**src/rtl/mux_pkg.sv**
```systemverilog
// Shared constants and helpers for the N:1 stream multiplexer.
package mux_pkg;

    localparam logic MODE_MANUAL = 1'b0;
    localparam logic MODE_SCAN   = 1'b1;

    // Upper bounds for the channel-extract helper; callers cast in and out.
    localparam int unsigned MaxVecW  = 4096;
    localparam int unsigned MaxChanW = 256;

    function automatic logic [MaxChanW-1:0] get_chan(input logic [MaxVecW-1:0] vec,
                                                     input int unsigned k,
                                                     input int unsigned w);
        logic [MaxVecW-1:0] shifted;
        shifted = vec >> (k * w);
        return shifted[MaxChanW-1:0];
    endfunction

endpackage

```
**src/rtl/mux_scan_ptr.sv**
```systemverilog
// Round-robin channel pointer for scan mode; advances by one and wraps N-1 -> 0.
module mux_scan_ptr #(
    parameter  int unsigned N  = 8,
    localparam int unsigned SW = $clog2(N)
) (
    input  logic          clk_i,
    input  logic          rst_i,
    input  logic          en_i,
    input  logic          adv_i,
    output logic [SW-1:0] ptr_o
);

    logic [SW-1:0] ptr_q, ptr_d;

    always_comb begin
        ptr_d = ptr_q;
        if (en_i && adv_i) begin
            ptr_d = (ptr_q == SW'(N - 1)) ? '0 : ptr_q + SW'(1);
        end
    end

    always_ff @(posedge clk_i) begin
        if (rst_i) begin
            ptr_q <= '0;
        end else begin
            ptr_q <= ptr_d;
        end
    end

    assign ptr_o = ptr_q;

endmodule

```
**src/rtl/mux_n1_stream.sv**
```systemverilog
// N:1 W-bit stream mux with registered valid/ready output; manual or round-robin scan select.
// Optional per-channel enable port chan_en_i when MUX_CHAN_MASK_EN is defined.
module mux_n1_stream
    import mux_pkg::*;
#(
    parameter  int unsigned N  = 8,
    parameter  int unsigned W  = 8,
    localparam int unsigned SW = $clog2(N)
) (
    input  logic           clk_i,
    input  logic           rst_i,
    input  logic           mode_i,
    input  logic [SW-1:0]  sel_i,
    input  logic [N*W-1:0] in_data_i,
    input  logic [N-1:0]   in_valid_i,
`ifdef MUX_CHAN_MASK_EN
    input  logic [N-1:0]   chan_en_i,
`endif
    output logic [N-1:0]   in_ready_o,
    output logic [W-1:0]   out_data_o,
    output logic [SW-1:0]  out_ch_o,
    output logic           out_valid_o,
    input  logic           out_ready_i
);

    logic [N-1:0]  eff_valid;
    logic [SW-1:0] ptr, cur;
    logic          cur_ok, cur_valid, slot_free, load, adv;

    logic [W-1:0]  out_data_q, out_data_d;
    logic [SW-1:0] out_ch_q, out_ch_d;
    logic          out_valid_q, out_valid_d;

`ifdef MUX_CHAN_MASK_EN
    assign eff_valid = in_valid_i & chan_en_i;
`else
    assign eff_valid = in_valid_i;
`endif

    assign cur       = (mode_i == MODE_SCAN) ? ptr : sel_i;
    // Only reachable with non-power-of-two N and an out-of-range manual sel.
    assign cur_ok    = 32'(cur) < N;
    assign cur_valid = cur_ok && eff_valid[cur];
    assign slot_free = !out_valid_q || out_ready_i;
    assign load      = !rst_i && slot_free && cur_valid;
    assign adv       = load || !eff_valid[ptr];

    mux_scan_ptr #(
        .N (N)
    ) u_scan_ptr (
        .clk_i (clk_i),
        .rst_i (rst_i),
        .en_i  (mode_i),
        .adv_i (adv),
        .ptr_o (ptr)
    );

    always_comb begin
        in_ready_o = '0;
        if (load) begin
            in_ready_o[cur] = 1'b1;
        end
    end

    always_comb begin
        out_data_d  = out_data_q;
        out_ch_d    = out_ch_q;
        out_valid_d = out_valid_q;
        if (load) begin
            out_data_d  = W'(get_chan(MaxVecW'(in_data_i), 32'(cur), W));
            out_ch_d    = cur;
            out_valid_d = 1'b1;
        end else if (out_valid_q && out_ready_i) begin
            out_valid_d = 1'b0;
        end
    end

    always_ff @(posedge clk_i) begin
        if (rst_i) begin
            out_data_q  <= '0;
            out_ch_q    <= '0;
            out_valid_q <= 1'b0;
        end else begin
            out_data_q  <= out_data_d;
            out_ch_q    <= out_ch_d;
            out_valid_q <= out_valid_d;
        end
    end

    assign out_data_o  = out_data_q;
    assign out_ch_o    = out_ch_q;
    assign out_valid_o = out_valid_q;

endmodule

```
**config.mk**
```make
export PLATFORM = sky130hd
export DESIGN_NAME = mux_n1_stream
export DESIGN_NICKNAME = d
export VERILOG_FILES = /design/src/rtl/mux_pkg.sv /design/src/rtl/mux_scan_ptr.sv /design/src/rtl/mux_n1_stream.sv
export SDC_FILE = /design/constraint.sdc
export NUM_CORES = 1
export LEC_CHECK = 0
export CAP_MARGIN = 20
export CORE_ASPECT_RATIO = 1.1
export CORE_MARGIN = 2
export CORE_UTILIZATION = 40
export CTS_BUF_LIST = sky130_fd_sc_hd__clkbuf_4
export DETAILED_ROUTE_END_ITERATION = 8
export PLACE_DENSITY = 0.95
export SLEW_MARGIN = 20
export SYNTH_ARGS = -nofsm -noshare
export SYNTH_HDL_FRONTEND = slang
export SYNTH_HIERARCHICAL = 1
export SYNTH_SLANG_ARGS = --single-unit
```
**constraint.sdc**
```tcl
create_clock -name clk_i -period 3.3 [get_ports clk_i]
set_input_delay 0.495 -clock clk_i [delete_from_list [all_inputs] [get_ports clk_i]]
set_output_delay 0.495 -clock clk_i [all_outputs]
set_load 0.1 [all_outputs]
```
### Word-level counts from Yosys, hierarchy flattened

Cells that the tools add are included.

* add/subtract/negate cells: 1
* multiply operators: 0
* divide/modulo/power cells: 0
* magnitude comparators: 3
* equal/unequal tests: 1
* shifts and indexed selects: 1
* mux-type cells: 11
* bitwise operators: 0
* reduce and logical (&&, ||, !) cells: 11

Operator list (number)
* >> shifter 64 x 6 -> 8 bit: 1
* less-than comparator 3 x 4 -> 1 bit, second input constant: 2
* two-way mux 8 bit: 1
* binary-select mux 1 bit (select 3 bit): 2
* two-way mux 3 bit: 2
* logical AND 1 bit: 5
* two-way mux 1 bit: 5
* adder 3 x 1 -> 3 bit, second input constant: 1
* demux 1 bit (select 3 bit): 1
* == test 3 bit, second input constant: 1
* greater-or-equal comparator 3 x 1 -> 1 bit, second input constant: 1
* zero test 1 bit: 3
* logical OR 1 bit: 2
* nonzero test 2 bit: 1

* register bits: 15
* bits in latches: 0
* RAM bits: 0
* ROM bits: 0
* bits of input ports: 79
* output and inout bits: 20
* word-level logic and storage cells: 32
* memories: 0

### Depth between registers and ports, before layout

Gate-level depths: netlist of the first run.

* word-level depth: 6
* depth in mapped cells: 10
* depth with buffers taken out: 7

### Modules after synthesis

The synthesis of the first run kept the hierarchy.

Modules (own cells, without submodules)
* mux_n1_stream: times used 1, cells an instance 143, area each 1328.8 um^2, sequential area each 240.2 um^2
* mux_scan_ptr: times used 1, cells an instance 14, area each 155.1 um^2, sequential area each 60.1 um^2

### Worst setup path before layout of the first run

OpenSTA, ideal clock, no wires.

* kind: input-to-output
* from: input port mode_i
* to: output port in_ready_o[1]
* arrival time: 3881 ps
* required time: 2805 ps
* path slack: -1076 ps
* stages: 8
* path buffers: 3
* cells stage by stage: buf_6 mux2_4 buf_8 mux2i_1 a222oi_1 buf_4 nand2_4 nor3_1

* word-level cells in the longest chain between the ends: 6
* elaborated cells between the ends (all ways): 10
* those cells by class: order compare (2); mux (6); reduce/logical (2)

Ends and longest elaborated chain
* start: declaration: line mux_n1_stream.sv:12 `input logic mode_i,`
* two-way mux 3 bit (*): line mux_n1_stream.sv:40 `assign cur = (mode_i == MODE_SCAN) ? ptr : sel_i;`
* less-than comparator 3 x 4 -> 1 bit (implied by the code) / greater-or-equal comparator 3 x 1 -> 1 bit (equally long branches): line mux_n1_stream.sv:61 `in_ready_o[cur] = 1'b1;`
* logical AND 1 bit (implied by the code): line mux_n1_stream.sv:61
* two-way mux 1 bit (implied by the code): line mux_n1_stream.sv:61
* demux 1 bit (select 3 bit): line mux_n1_stream.sv:61
* two-way mux 8 bit (*): line mux_n1_stream.sv:60 `if (load) begin`
* end: declaration: line mux_n1_stream.sv:19 `output logic [N-1:0] in_ready_o,`

Every way passes the cells marked *; elsewhere a longest branch is shown, timed or not. The select of a mux whose other input is x is not followed.

### Worst setup path after layout of the first run

* from: input port mode_i
* to: output port in_ready_o[7]

The elaborated chain is that of the path after synthesis.

==> results of run 1 <==
[worst max-delay path: stages]
cell and delay, ns:
clkdlybuf4s50_1 0.46, buf_4 0.21, nor2b_1 0.17, a22o_1 0.24, a222oi_1 0.39, buf_4 0.19
nand2_4 0.12, nor3_2 0.23, buf_12 0.21
[cell families after synthesis]
logic type / count (synthesis) / share of synthesized area [%]
AOI/OAI and AO/OA: 51 / 28.3
adders and majority gates: 2 / 1.69
buffers and inverters: 15 / 6.49
DFF: 15 / 20.2
muxes: 44 / 31.9
and+or+nand+nor: 30 / 11.4
[cells in the final DEF, fill, tap and decap left out, types with 2 or more instances in the layout]
cell / netlist / routed
a2bb2oi_1: 2 / 2
a21oi_2: 9 / 9
dfxtp_1: 15 / 15
nand2_1: 4 / 4
nand2b_1: 2 / 2
a21bo_1: 3 / 3
o22ai_1: 18 / 18
nor3_4: 0 / 2
a22oi_1: 2 / 2
a211oi_2: 9 / 9
a21oi_1: 4 / 4
buf_4: 3 / 12
inv_1: 3 / 3
nor3_2: 2 / 6
ha_1: 2 / 2
clkbuf_4: 0 / 4
buf_12: 0 / 8
mux2i_1: 39 / 39
clkdlybuf4s50_1: 0 / 90
mux4_2: 2 / 2
nor2_1: 9 / 9
nor2b_1: 2 / 2
[layer usage]
metal / GRT usage (%) / routed length [um] / up-vias
met3: 2.27 / 208 / 6
met4: 8.78 / 68 / 0
met1: 32.1 / 2300 / 795
met5: 0 / 0 / -
li1: - / - / 817
met2: 39.8 / 2760 / 56
[power breakdown]
group | switching, W | leakage (nW) | internal [W]
sequential | 0.0000173 | 0.123 | 0.000200
clock | 0.0000552 | 0.0184 | 0.0000552
combinational | 0.000303 | 0.867 | 0.000224
[cell type report]
cell class | count | area share (%)
Timing Repair Buffer | 110 | 42.9
Inverter | 3 | 0.419
Tap cell | 50 | 2.33
Clock buffer | 4 | 1.12
Sequential cell | 15 | 11.2
Multi-Input combinational cell | 127 | 42.1
[sequential cells by signal, summed over array words and instances (netlist names)]
| name | cells |
|---|---|
| u_scan_ptr/ptr_o | 3 |
| out_ch_o | 3 |
| out_valid_o | 1 |
| out_data_o | 8 |
[metrics by stage]
stage	setup slack (ns)	TNS, ns	power [W]
2_1_floorplan	-0.234	-1.87	0.000561
3_3_place_gp	0.150	0	0.000727
3_5_place_dp	0.0594	0	0.000737
4_1_cts	0.0596	0	0.000848
5_1_grt	-0.0402	-0.209	0.000889
6_report	0.0694	0	0.000855
[path summary, 6_finish.rpt]
| kind | to | depth (start not counted) | start |
|---|---|---|---|
| setup / recovery | in_ready_o[7] | 9 | mode_i |
| setup reg to reg | out_ch_o[1] | 7 | u_scan_ptr/ptr_o[0] |
| hold / removal | out_ch_o[2] | 2 | out_ch_o[2] |
| hold reg to reg | out_ch_o[2] | 2 | out_ch_o[2] |
[what timing repair did]
item,4_1_cts,5_1_grt
gates resized for setup,0,2
setup endpoints to repair,0,8
hold buffers,0,0
setup buffers,0,2
==> results.json, run 1 <==
{
  "route.detailed.drc": 0,
  "post_synth.cell_area_avg_sq_um": 9.45,
  "clkSlewWorstSetupHoldPaths_ns": 0.08,
  "core_area_sq_um": 3600,
  "power_density_nw_per_um2": 318,
  "status": "finished clean",
  "antenna_left": 0,
  "netlist_top_cells_count": "mux2i_1, o22ai_1, dfxtp_1",
  "ys_top_cells_by_area": "mux2i_1, dfxtp_1, a211oi_2",
  "nFillCells": 260,
  "seq_area_sq_um": 300,
  "netlist.area_leader.share_pct": 26.3,
  "synth-main-ff-cell": "dfxtp_1",
  "ys_seq_area_share_pct": 20.2,
  "async_reset_ff_share_pct": 0,
  "dieWidth_um": 62.1,
  "synth_nets": 238,
  "place.gp.congestion": 0.868,
  "synthCells": 157,
  "holdWs_ns": 0.476,
  "rrSetupSlack_ns": 1.06,
  "ys_types": 36,
  "cts_buffer_depth": 2,
  "ir_drop_mv": 0.357,
  "max_cap_viol_count": 0,
  "fin_area_sq_um": 2690,
  "synth.most_common_cell": "mux2i_1",
  "fin_util_pct": 74.6,
  "syn-cell-area_sq_um": 1480,
  "num_io_pins": 99,
  "antenna_found_initial": 0,
  "root_buffer": "clkbuf_4",
  "die_area_sq_um": 4210,
  "nNetsFinal": 341,
  "cts_tree": "built",
  "diodes": 0,
  "cts_inserted_buffers": 3,
  "end_kind": "primary output",
  "cts.sinks": 15,
  "stdcell_count": 309,
  "grt_pass1_vias": 1535,
  "multiInputGateArea_sq_um": 1130,
  "period_share_pct": 97.9,
  "fin_skew_ns": 0.00293,
  "arrival_ns": 2.74,
  "grt_pass1_wl_mm": 7.51,
  "area_delta_synth_final_pct": 80.9,
  "fp-row-count": 23,
  "dpl_cell_area_sq_um": 2630,
  "final_max_slew_viol_count": 0,
  "start_kind": "input pin",
  "hold_path.class": "reg2reg",
  "clock_latency_ns": 0.28,
  "wirelength_mm": 5.35,
  "vias": 1674,
  "wl_per_cell_um": 17.3,
  "drt_pass1_iterations": 4,
  "required_ns": 2.80,
  "fmax_mhz": 310,
  "drive_above_1_share_pct": 21.6,
  "htreeDepth": 1,
  "worst_pin_slew_ns": 1.01,
  "synth_edf_count": 0,
  "setup_viol": 0,
  "grt_max_degree": 37,
  "grt_usage_pct": 24.1,
  "relSlewSlack_pct": 32.7,
  "synth_warnings": 6,
  "drt-initial-drc-count": 101,
  "crit_path_max_fanout": 14,
  "hpwl_mm": 4.23,
  "synth_top_cell_by_area": "mux2i_1",
  "ys_ff_latch": 15,
  "period_needed_ns": 3.23,
  "dp_cells": 303,
  "viasPerCell": 5.42,
  "initial_core_util_pct": 41.3,
  "die_h_um": 67.9,
  "port_buffers": 98,
  "grt-ovfl-total": 0,
  "p_leak_nw": 1.01,
  "hold_viol": 0,
  "critPathKind": "in2out"
}
(Power assumes the default switching activity.)
==> run 2, diff against run 1 <==
--- a/config.mk
+++ b/config.mk
@@ -7,7 +7,7 @@
 export LEC_CHECK = 0
 export CAP_MARGIN = 20
 export CORE_ASPECT_RATIO = 1.1
-export CORE_MARGIN = 2
+export CORE_MARGIN = 1
 export CORE_UTILIZATION = 40
 export CTS_BUF_LIST = sky130_fd_sc_hd__clkbuf_4
 export DETAILED_ROUTE_END_ITERATION = 8
==> run 2 against run 1 <==
Against the previous run:
- flip-flop and latch count stayed put
- maximum frequency is 0.99% lower
- die area is 6.1% lower
- critical endpoint is now in_ready_o[4]
==> results.json, run 2 (synthesized netlist as in run 1, its figures left out) <==
{
  "ctsHoldBuffers": 0,
  "globalRouteMet1Util_pct": 32.6,
  "cts.sinks": 15,
  "stdcell_count": 309,
  "worst_pin_slew_ns": 1.02,
  "rsz0062_at_grt": "true",
  "core_area_sq_um": 3440,
  "use_met3_pct": 3.13,
  "fin_skew_ns": 0.000903,
  "power_density_nw_per_um2": 322,
  "antenna_left": 0,
  "root_buffer": "clkbuf_4",
  "period_needed_ns": 3.26,
  "final_max_slew_viol_count": 0,
  "drive_above_1_share_pct": 22.2,
  "grt-ovfl-total": 0,
  "crit_path_max_fanout": 14,
  "die_area_sq_um": 3960,
  "end_kind": "primary output",
  "nNetsFinal": 343,
  "comb_power_share_pct": 61.8,
  "drt_pass1_iterations": 4,
  "p_seq_share_pct": 24.8,
  "grt-busiest-layer": "met2",
  "setup_viol": 0,
  "relSlewSlack_pct": 31.8,
  "r2r_end": "out_ch_o[2]",
  "vias": 1763,
  "nFillCells": 211,
  "grt_max_degree": 37,
  "area_delta_synth_final_pct": 83.1,
  "fin_util_pct": 79.0,
  "antenna_found_initial": 0,
  "arrival_ns": 2.77,
  "start_kind": "input pin",
  "final_cell_mix": "clkdlybuf4s50_1, mux2i_1, o22ai_1",
  "pwr-share-clk_pct": 13.4,
  "grt_pass1_wl_mm": 7.56,
  "num_io_pins": 99,
  "fin_area_sq_um": 2720,
  "critPathLaunch": "mode_i",
  "cts_tree": "built",
  "swShare_pct": 44.7,
  "largest_register_ffs": 8,
  "final_common_cell": "clkdlybuf4s50_1",
  "seq_area_sq_um": 300,
  "cts_buffer_depth": 2,
  "clock_latency_ns": 0.29,
  "die_h_um": 65.9,
  "place.gp.congestion": 0.839,
  "ir_drop_mv": 0.280,
  "dpl_cell_area_sq_um": 2630,
  "diodes": 0,
  "fp-row-count": 22,
  "fmax_mhz": 306,
  "viasPerCell": 5.71,
  "wirelength_mm": 5.61,
  "cts_inserted_buffers": 3,
  "clkSlewWorstSetupHoldPaths_ns": 0.09,
  "grt_pass1_vias": 1592,
  "wl_per_cell_um": 18.2,
  "dieWidth_um": 60.1,
  "endpoint": "in_ready_o[4]",
  "p_leak_nw": 1.03,
  "multiInputGateArea_sq_um": 1150,
  "rr_worst_depth": 6,
  "period_share_pct": 98.9,
  "hold_path.class": "reg2reg",
  "hpwl_mm": 4.16,
  "critPathKind": "in2out",
  "p_int_w": 0.000484,
  "met2_usage_pct": 42.4,
  "regToRegStartpoint": "u_scan_ptr/ptr_o[0]",
  "rrSetupSlack_ns": 0.98,
  "port_buffers": 98,
  "htreeDepth": 1,
  "initial_core_util_pct": 43.1,
  "grt_usage_pct": 25.6,
  "p_switching_w": 0.000391,
  "status": "finished clean",
  "route.detailed.drc": 0,
  "hold_viol": 0,
  "dp_cells": 301,
  "required_ns": 2.80,
  "drt-initial-drc-count": 116,
  "max_cap_viol_count": 0
}
-- run 2: critical path, stage by stage --
cell	delay, ns
clkdlybuf4s50_1	0.46
buf_6	0.17
nor2b_1	0.15
a22o_1	0.25
a222oi_1	0.55
nand2_4	0.09
buf_4	0.20
nor3_2	0.19
buf_12	0.21
-- run 2: through the flow --
stage | hold slack (ns) | power [W] | TNS, ns | worst slack, ns
floorplan | 0.553 | 0.000561 | -1.87 | -0.234
global placement | 0.452 | 0.000728 | 0 | 0.155
detailed placement | 0.466 | 0.000737 | 0 | 0.0701
CTS | 0.480 | 0.000852 | 0 | 0.0594
global route | 0.516 | 0.000913 | -0.223 | -0.0537
finish | 0.480 | 0.000875 | 0 | 0.0370
-- run 2: final cells by class --
class,instances,area share (%)
Clock buffer,4,1.10
Inverter,3,0.414
Timing Repair Buffer,112,43.0
Sequential cell,15,11.0
Multi-Input combinational cell,127,42.3
Tap cell,48,2.21
-- run 2: power by group through the flow --
stage | combinational, W | clock [W] | sequential (W)
2_1_floorplan | 0.000222 | 0 | 0.000339
3_3_place_gp | 0.000508 | 0 | 0.000220
3_5_place_dp | 0.000516 | 0 | 0.000221
4_1_cts | 0.000518 | 0.000117 | 0.000217
5_1_grt | 0.000567 | 0.000126 | 0.000220
6_report | 0.000541 | 0.000117 | 0.000217
-- run 2: timing repair --
item | 4_1_cts | 5_1_grt
endpoints found under the setup margin | 0 | 8
setup buffers | 0 | 4
gates resized for setup | 0 | 6
-- run 2: how the worst min path moves through the flow --
stage / from / slack [ns] / cells after the start / to
5_1_grt: out_ch_o[1] / 0.52 / 2 / out_ch_o[1]
4_1_cts: out_ch_o[1] / 0.48 / 2 / out_ch_o[1]
3_3_place_gp: out_ch_o[2] / 0.45 / 2 / out_ch_o[2]
2_1_floorplan: u_scan_ptr/ptr_o[1] / 0.55 / 2 / u_scan_ptr/ptr_o[1]
3_5_place_dp: out_ch_o[1] / 0.47 / 2 / out_ch_o[1]
6_report: out_ch_o[1] / 0.48 / 2 / out_ch_o[1]
-- run 2: per-layer routing --
metal / vias up / part of all wire, %
li1: 822 / -
met1: 836 / 41
met2: 90 / 52
met3: 15 / 5.1
met4: 0 / 2.3
met5: - / 0
==> run 3, diff against run 2 <==
==> constraint.sdc (replaced) <==
create_clock -name clk_i -period 4 [get_ports clk_i]
set_input_delay 0.6 -clock clk_i [delete_from_list [all_inputs] [get_ports clk_i]]
set_output_delay 0.6 -clock clk_i [all_outputs]
set_load 0.1 [all_outputs]
==> run 3 against run 2 <==
Against the previous run:
- sequential power shrank 18%
- routed wire length shrank 14%
- largest cell class unchanged
- sequential share of layout area rose by 0.52 points
- global-route usage is 2.0 points lower
- core utilization decreased by 3.6 points
- cell count is 2.6% lower
- power is 21% lower
- register-to-register slack improved by 0.50 ns
- critical path depth down 2
==> results.json, run 3 (synthesized netlist as in run 1, its figures left out) <==
{
  "status": "finished clean",
  "rsz0062_at_grt": "false",
  "nNetsFinal": 335,
  "cts_inserted_buffers": 3,
  "die_h_um": 65.9,
  "crit_path_max_fanout": 19,
  "place.gp.congestion": 0.867,
  "grt-ovfl-total": 0,
  "start_kind": "input pin",
  "grt_pass1_vias": 1547,
  "end_kind": "primary output",
  "drt-initial-drc-count": 68,
  "setup_viol": 0,
  "max_stage_delay_ns": 0.59,
  "initial_core_util_pct": 43.1,
  "clkSlewWorstSetupHoldPaths_ns": 0.10,
  "path_cells": "clkdlybuf4s50_1, mux2_4, mux2i_1, a222oi_1, nand2_4, nor3_1, buf_12",
  "dr_wl_met3_um": 361,
  "highest_layer": "met4",
  "worst_pin_slew_ns": 1.03,
  "die_area_sq_um": 3960,
  "final_max_slew_viol_count": 0,
  "grt_max_degree": 23,
  "clock_latency_ns": 0.29,
  "vias": 1646,
  "ctsHoldBuffers": 0,
  "power_density_nw_per_um2": 267,
  "cts_resized": 0,
  "max_cap_viol_count": 0,
  "ir_drop_mv": 0.249,
  "area_delta_synth_final_pct": 74.9,
  "total_power_w": 0.000692,
  "cp_slowest_cell": "a222oi_1",
  "cts_setup_buffers": 0,
  "num_io_pins": 99,
  "largest_register_ffs": 8,
  "fin_skew_ns": 0.0139,
  "final_common_cell": "clkdlybuf4s50_1",
  "route.detailed.drc": 0,
  "setup_ws_ns": 0.352,
  "final_cell_mix": "clkdlybuf4s50_1, mux2i_1, o22ai_1",
  "hold_viol": 0,
  "htreeDepth": 1,
  "arrival_ns": 3.05,
  "fp-row-count": 22,
  "drt_pass1_iterations": 4,
  "wirelength_mm": 4.84,
  "cts.sinks": 15,
  "critPathKind": "in2out",
  "core_area_sq_um": 3440,
  "fmax_mhz": 274,
  "cts_buffer_depth": 2,
  "diodes": 0,
  "viasPerCell": 5.47,
  "period_share_pct": 91.2,
  "port_buffers": 98,
  "required_ns": 3.40,
  "root_buffer": "clkbuf_4",
  "period_needed_ns": 3.65,
  "fin_util_pct": 75.4,
  "wl_per_cell_um": 16.1,
  "drive_above_1_share_pct": 17.4,
  "hpwl_mm": 3.97,
  "dieWidth_um": 60.1,
  "wl_met2_mm": 2.32,
  "antenna_left": 0,
  "hold_path.class": "reg2reg",
  "p_leak_nw": 0.972,
  "grt_usage_pct": 23.6,
  "relSlewSlack_pct": 31.4,
  "pre_cts_ws_ns": 0.364,
  "grt_pass1_wl_mm": 7.14,
  "m1WireLength_mm": 2.05,
  "cts_tree": "built",
  "antenna_found_initial": 0
}
run 3: critical path, delay by kind of cell:
family          cells  cell delay, ns
simple gates        2            0.51
mux                 2            0.60
compound gates      1            0.59
buf+inv             2            0.73
run 3: path summary, 6_finish.rpt:
kind	start	endpoint	slack (ns)	cells past startpoint
hold / removal	out_ch_o[2]	out_ch_o[2]	0.47	2
setup / recovery	mode_i	in_ready_o[1]	0.35	7
setup reg to reg	u_scan_ptr/ptr_o[0]	out_ch_o[1]	1.48	6
hold reg to reg	out_ch_o[2]	out_ch_o[2]	0.47	2
run 3: per-layer routing:
metal	vias to the layer above	GRT usage (%)
met5	-	0
met4	0	8.43
met3	10	3.91
met2	66	39.2
met1	764	30.2
li1	806	-
run 3: final cells by class:
class                   count  area (sq um)
clock buffers               4          30.0
fillers                   237           846
inverters                   3          11.3
multi-input cells         127          1090
flip-flops and latches     15           300
well taps                  48          60.1
repair buffers            104          1110
run 3: metrics by stage:
stage          area [sq um]  hold WS (ns)  std cells  setup TNS [ns]
3_3_place_gp           2560         0.446        297               0
2_1_floorplan          1480         0.553        157           -3.51
4_1_cts                2590         0.467        301               0
3_5_place_dp           2560         0.450        297               0
6_report               2590         0.468        301               0
5_1_grt                2590         0.501        301               0
run 3: report_power, final:
group          switching, W  internal [W]   total, W  leakage (nW)
clock             0.0000493     0.0000454  0.0000947        0.0184
sequential        0.0000142      0.000165   0.000179         0.123
combinational      0.000240      0.000178   0.000417         0.831
